[config.mk]
export PLATFORM = sky130hd
export DESIGN_NAME = sal_resp_encoder
export DESIGN_NICKNAME = d
export VERILOG_FILES = /design/src/rtl/sal_resp_encoder.sv
export SDC_FILE = /design/constraint.sdc
export NUM_CORES = 2
export LEC_CHECK = 0
export BUFFER_PORTS_ARGS = -buffer_cell sky130_fd_sc_hd__buf_2
export CORE_MARGIN = 2
export CORE_UTILIZATION = 46
export CTS_CLUSTER_DIAMETER = 30
export DETAILED_ROUTE_END_ITERATION = 8
export RECOVER_POWER = 25
export REMOVE_ABC_BUFFERS = 1
export SETUP_SLACK_MARGIN = 0.5
export SLEW_MARGIN = 10
export SYNTH_ARGS = -nofsm -noshare
export SYNTH_HDL_FRONTEND = slang
export SYNTH_HIERARCHICAL = 1
export SYNTH_SLANG_ARGS = --single-unit
[constraint.sdc]
create_clock -name clk -period 13.9 [get_ports clk]
set_clock_uncertainty 0.2 [all_clocks]
set_input_delay 0 -clock clk [delete_from_list [all_inputs] [get_ports clk]]
set_output_delay 0 -clock clk [all_outputs]
set_load 0.01 [all_outputs]
[src/rtl/sal_resp_encoder.sv]
// AXI read/write response encoder: queues read contexts, read beats and write completions, then drives R and B.
// Optional SAL_RESP_ERR_CHK_EN builds a sticky err flag for overflow / orphan-beat / write-done-full events.

module sal_resp_fifo #(
  parameter int W     = 8,
  parameter int DEPTH = 4
) (
  input  logic                     clk,
  input  logic                     rst,
  input  logic                     push,
  input  logic                     pop,
  input  logic [W-1:0]             din,
  output logic [W-1:0]             dout,
  output logic [$clog2(DEPTH):0]   count
);
  localparam int AW = $clog2(DEPTH);

  logic [W-1:0]  mem [DEPTH];
  logic [AW-1:0] wr_ptr;
  logic [AW-1:0] rd_ptr;

  always_ff @(posedge clk or posedge rst) begin
    if (rst) begin
      wr_ptr <= '0;
      rd_ptr <= '0;
      count  <= '0;
    end else begin
      if (push) wr_ptr <= wr_ptr + 1'b1;
      if (pop)  rd_ptr <= rd_ptr + 1'b1;
      count <= count + {{AW{1'b0}}, push} - {{AW{1'b0}}, pop};
    end
  end

  // Storage carries no reset; consumers gate the head with their valid.
  always_ff @(posedge clk) begin
    if (push) mem[wr_ptr] <= din;
  end

  assign dout = mem[rd_ptr];
endmodule

module sal_resp_encoder #(
  parameter int ID_W      = 4,
  parameter int DATA_W    = 128,
  parameter int CTX_DEPTH = 4,
  parameter int DF_DEPTH  = 16,
  parameter int BF_DEPTH  = 2
) (
  input  logic              clk,
  input  logic              rst,
  input  logic              rd_ctx_valid,
  input  logic [ID_W-1:0]   rd_ctx_id,
  input  logic [7:0]        rd_ctx_len,
  output logic              rd_ctx_ready,
  input  logic              rdata_valid,
  input  logic [DATA_W-1:0] rdata,
  input  logic              wr_done_valid,
  input  logic [ID_W-1:0]   wr_done_id,
  output logic              wr_done_ready,
  output logic [ID_W-1:0]   rid,
  output logic [DATA_W-1:0] rdata_o,
  output logic [1:0]        rresp,
  output logic              rlast,
  output logic              rvalid,
  input  logic              rready,
  output logic [ID_W-1:0]   bid,
  output logic [1:0]        bresp,
  output logic              bvalid,
  input  logic              bready,
  output logic              err
);
  localparam int CTX_CW = $clog2(CTX_DEPTH) + 1;
  localparam int DF_CW  = $clog2(DF_DEPTH) + 1;
  localparam int BF_CW  = $clog2(BF_DEPTH) + 1;

  // Handshakes: a transfer happens on any rising edge where valid && ready;
  // producers hold payload stable while valid && !ready.
  typedef enum logic {R_IDLE = 1'b0, R_BURST = 1'b1} r_state_t;

  r_state_t r_state, r_next;
  logic [7:0] beat_cnt;

  logic [CTX_CW-1:0]    ctx_count;
  logic [DF_CW-1:0]     df_count;
  logic [BF_CW-1:0]     bf_count;
  logic                 ctx_full, ctx_empty, df_full, df_empty, bf_full, bf_empty;
  logic                 ctx_push, ctx_pop, df_push, df_pop, bf_push, bf_pop;
  logic [ID_W+7:0]      ctx_head;
  logic [ID_W-1:0]      head_id;
  logic [7:0]           head_len;
  logic [DATA_W-1:0]    df_head;
  logic [ID_W-1:0]      bf_head;
  logic                 r_hs;

  assign ctx_full  = (ctx_count == CTX_CW'(CTX_DEPTH));
  assign ctx_empty = (ctx_count == '0);
  assign df_full   = (df_count == DF_CW'(DF_DEPTH));
  assign df_empty  = (df_count == '0);
  assign bf_full   = (bf_count == BF_CW'(BF_DEPTH));
  assign bf_empty  = (bf_count == '0);

  assign {head_id, head_len} = ctx_head;

  assign rd_ctx_ready  = !ctx_full;
  assign wr_done_ready = !bf_full;

  assign rvalid  = (r_state == R_BURST) && !df_empty;
  assign rlast   = (r_state == R_BURST) && (beat_cnt == head_len);
  assign rid     = (r_state == R_BURST) ? head_id : '0;
  assign rdata_o = rvalid ? df_head : '0;
  assign rresp   = 2'b00;

  assign r_hs     = rvalid && rready;
  assign ctx_push = rd_ctx_valid && !ctx_full;
  assign ctx_pop  = r_hs && rlast;
  assign df_pop   = r_hs;
  // A full data FIFO still accepts a beat when the head leaves on the same edge.
  assign df_push  = rdata_valid && (!df_full || df_pop);

  assign bvalid  = !bf_empty;
  assign bid     = bvalid ? bf_head : '0;
  assign bresp   = 2'b00;
  assign bf_push = wr_done_valid && !bf_full;
  assign bf_pop  = bvalid && bready;

  sal_resp_fifo #(.W(ID_W + 8), .DEPTH(CTX_DEPTH)) u_ctx_fifo (
    .clk(clk), .rst(rst), .push(ctx_push), .pop(ctx_pop),
    .din({rd_ctx_id, rd_ctx_len}), .dout(ctx_head), .count(ctx_count)
  );

  sal_resp_fifo #(.W(DATA_W), .DEPTH(DF_DEPTH)) u_data_fifo (
    .clk(clk), .rst(rst), .push(df_push), .pop(df_pop),
    .din(rdata), .dout(df_head), .count(df_count)
  );

  sal_resp_fifo #(.W(ID_W), .DEPTH(BF_DEPTH)) u_bdone_fifo (
    .clk(clk), .rst(rst), .push(bf_push), .pop(bf_pop),
    .din(wr_done_id), .dout(bf_head), .count(bf_count)
  );

  always_ff @(posedge clk or posedge rst) begin
    if (rst) begin
      r_state  <= R_IDLE;
      beat_cnt <= '0;
    end else begin
      r_state <= r_next;
      if (ctx_pop)   beat_cnt <= '0;
      else if (r_hs) beat_cnt <= beat_cnt + 8'd1;
    end
  end

  // Stay in R_BURST when another context will be waiting after the last beat.
  always_comb begin
    r_next = r_state;
    case (r_state)
      R_IDLE:  if (!ctx_empty) r_next = R_BURST;
      R_BURST: if (ctx_pop && (ctx_count == CTX_CW'(1)) && !ctx_push) r_next = R_IDLE;
      default: r_next = R_IDLE;
    endcase
  end

`ifdef SAL_RESP_ERR_CHK_EN
  logic err_q;

  always_ff @(posedge clk or posedge rst) begin
    if (rst) begin
      err_q <= 1'b0;
    end else if ((rdata_valid && df_full && !df_pop) ||
                 (rdata_valid && ctx_empty) ||
                 (wr_done_valid && bf_full)) begin
      err_q <= 1'b1;
    end
  end

  assign err = err_q;
`else
  assign err = 1'b0;
`endif
endmodule

==> summary.txt <==
Setup path
  • CP Launch Type: register
  • RR Startpoint: r_state$_DFF_PP0_
  • Cells along the critical path: buf_4, buf_4, buf_4, mux4_2, a22oi_1, nand2_1, and2_1, buf_2
  • Crit path buf inv count: 4
  • Reg2Reg Setup Slack: 9.31 ns
  • Worst Path Required: 13.70 ns
  • Slowest stage delay, CP: 0.86 ns
  • RR Endpoint: u_data_fifo/mem[4][99]$_DFFE_PP_
  • CP max FO: 47
  • Cells on worst reg2reg path: 7
  • Critical path's top delay family: buffers and inverters
  • Levels on crit path: 8
  • Worst setup path class: register to primary output
  • Crit path from: u_data_fifo/rd_ptr[0]$_DFFE_PP0P_
  • Worst path arrival time: 5.65 ns
  • Crit. End Element: primary output
  • CP max stage cell: buf_4
  • CP endpoint: rdata_o[80]
  • Worst path most repeated cell: buf_4

STA
  • Endpoints failing hold: 0
  • Worst slew pin tran: 1.084 ns
  • Max_slew headroom: 0.2774
  • Min cycle time layout: 5.855 ns
  • RSZ-0062 raised after global routing: false
  • Final setup violation count: 0
  • F_max: 170.8 MHz
  • Final Max Tran Viols: 0
  • Post-route clock period utilization: 0.4212

Floorplan
  • Die ar.: 0.1818 mm2
  • Core area: 0.1778 mm2
  • Io pins: 297
  • Die W: 426.4 um
  • Rows: 155
  • Initial Util: 0.4615
  • Die Y: 426.4 um

Synthesis
  • Avg Cell Area, Syn: 21.89 um2
  • Cell area after synthesis: 0.08207 mm2
  • Synth Instances: 3,749
  • Seq/Total Area, Yosys: 0.7799
  • Fraction of synthesis flops using an asynchronous set or reset pin: 0.01544
  • Number of synthesized flops with an enable pin: 2,104
  • Synthesis-stage register bit count: 2,137
  • Synth warnings: 6
  • Synth cell types: 52
  • Post-synth top flop: edfxtp_1

Run
  • Max cap viols: 0

Pwr
  • Sw Share: 0.2880
  • NetSw: 0.006909 W
  • Clk pwr share: 0.420
  • Leak: 35.02 nW
  • Int Pwr: 0.01708 W
  • Maximum VDD drop: 177.0 uV
  • Flop pwr share: 0.334
  • Pwr Density: 232.0 mW/mm2
  • Comb power frac: 0.246
  • Final Power: 0.02399 W

Finish
  • Commonest non-fill, non-tap cell in the layout: edfxtp_1
  • Final core area utilization: 0.5814
  • P&R area growth vs syn: 25.98%
  • Share of layout cells above drive strength 1: 0.3063
  • Non-filler instance count after layout: 7,351
  • Nets@finish: 4,812
  • Most frequent cells in the layout: edfxtp_1 (2,104), mux4_2 (448), clkbuf_16 (438), dlygate4sd3_1 (304), buf_2 (285)

GRT
  • Global-route wire length before repair: 289.1 mm
  • Largest net degree at the start of global routing: 110
  • Tot GR Track Use: 0.2191
  • Vias in the first global route: 43,290
  • Grt total ovfl: 0
  • Antenna violations before repair: 19

Detailed routing
  • Final ANT Viol Nets: 0
  • Vias per cell: 5.609
  • First-pass DRT Iterations: 5
  • DRC: 0
  • Routed WL: 198.6 mm
  • WL/cell: 27.02 um
  • Via Count: 41,230
  • Detailed Route Iter0 Violations: 3,955

Placement
  • Routability congestion estimate: 0.7206
  • # placed instances: 6,258
  • Port bufs: 291
  • DP HPWL: 94.74 mm

CTS
  • Clock Latency Late Sink: 0.93 ns
  • H-tree depth: 5
  • CTS tree: built
  • Clock slew at reported path FFs: 0.05 ns
  • Clock Sinks: 2,137
  • Cts bufs inserted: 431
  • CTS root buf: clkbuf_16
  • Worst-case clock buffer depth: 4

Run status
  • Outcome: finished, final reports clean

Hold path
  • HP Class: input pin to register
## cell usage after synthesis (all sizes together) (5+ instances only)
cell | n | area share
nor2 | 29 | 0.0013
ha | 19 | 0.0029
mux2i | 155 | 0.019
xor2 | 7 | 0.00075
o22ai | 43 | 0.0033
a21oi | 34 | 0.0021
a22oi | 223 | 0.020
clkbuf | 81 | 0.0037
edfxtp | 2104 | 0.77
nor4 | 5 | 0.00046
buf | 129 | 0.012
mux4 | 452 | 0.12
dfrtp | 33 | 0.010
and2 | 160 | 0.012
xnor2 | 18 | 0.0019
nand3 | 29 | 0.0018
nor2b | 26 | 0.0020
inv | 23 | 0.0011
mux2 | 5 | 0.00069
o21ai | 8 | 0.00063
a211oi | 15 | 0.0014
nand2 | 123 | 0.0056
## final cells by class
| cell class | count | area [um2] |
|---|---|---|
| tap | 2355 | 2947 |
| clock inverter | 292 | 3174 |
| timing repair buffer | 664 | 5086 |
| clock buffer | 487 | 11240 |
| antenna | 10 | 25.02 |
| multi-input combinational | 1382 | 16800 |
| inverter | 24 | 90.09 |
| fill | 12860 | 74450 |
| sequential | 2137 | 64020 |
## worst min path at each step
stage,from,to,cells after the start
after floorplan,rst,u_bdone_fifo/count[0]$_DFF_PP0_,1
final,wr_done_id[2],u_bdone_fifo/mem[0][2]$_DFFE_PP_,3
after CTS,wr_done_id[2],u_bdone_fifo/mem[1][2]$_DFFE_PP_,3
after global routing,wr_done_id[2],u_bdone_fifo/mem[0][2]$_DFFE_PP_,3
after global placement,rst,u_bdone_fifo/count[0]$_DFF_PP0_,2
after detailed placement,rst,u_bdone_fifo/count[0]$_DFF_PP0_,2
## worst min-delay path, stage by stage
cell and delay [ns]:
dlygate4sd3_1 0.52, buf_2 0.09, dlygate4sd3_1 0.56
## power groups by stage
stage	clock network [W]	registers [W]	logic, W
6_report	0.0101	0.00802	0.00590
4_1_cts	0.0102	0.00803	0.00604
2_1_floorplan	0	0.00854	0.00457
3_3_place_gp	0	0.00812	0.00593
3_5_place_dp	0	0.00814	0.00595
5_1_grt	0.0105	0.00807	0.00635
## per-stage QoR
step | hold slack, ns | TNS, ns | setup WS (ns) | instance area (um2)
finish | 0.1571 | 0 | 8.045 | 103400
global route | 0.1319 | 0 | 7.515 | 103400
CTS | 0.06380 | 0 | 7.766 | 103400
detailed placement | -0.2406 | 0 | 8.816 | 85910
global placement | -0.2433 | 0 | 8.793 | 85910
floorplan | -0.4339 | -1113.72 | -10.17 | 80800
## per-layer routing
layer	GRT usage	wire (um)	vias to the layer above
li1	-	-	17630
met1	0.2936	81490	21810
met2	0.3609	99460	1411
met3	0.04341	11990	369
met4	0.07362	5591	16
met5	0	97	-
## logic make-up after synthesis
kind of cell    synth area share
flops                     0.7799
mux                       0.1438
simple gates             0.02464
compound gates           0.02851
buf+inv                  0.01674
xor+xnor                0.002958
fa+ha+maj               0.003385
other cells           0.00004569
## timing repair
| action | in CTS | in global routing |
|---|---|---|
| hold buffers | 304 | 0 |
| hold endpoints to repair | 2334 | 0 |
| setup buffers | 0 | 0 |
| resized for setup | 0 | 0 |
## registers in the layout, summed over array words and instances, names as in the netlist
signal               flops
u_bdone_fifo/wr_ptr      1
u_data_fifo/mem       2048
u_ctx_fifo/mem          48
u_bdone_fifo/count       2
u_data_fifo/rd_ptr       4
beat_cnt                 8
u_bdone_fifo/rd_ptr      1
u_ctx_fifo/wr_ptr        2
u_ctx_fifo/rd_ptr        2
u_data_fifo/wr_ptr       4
r_state                  1
u_ctx_fifo/count         3
u_bdone_fifo/mem         8
u_data_fifo/count        5
(Power assumes the default switching activity.)
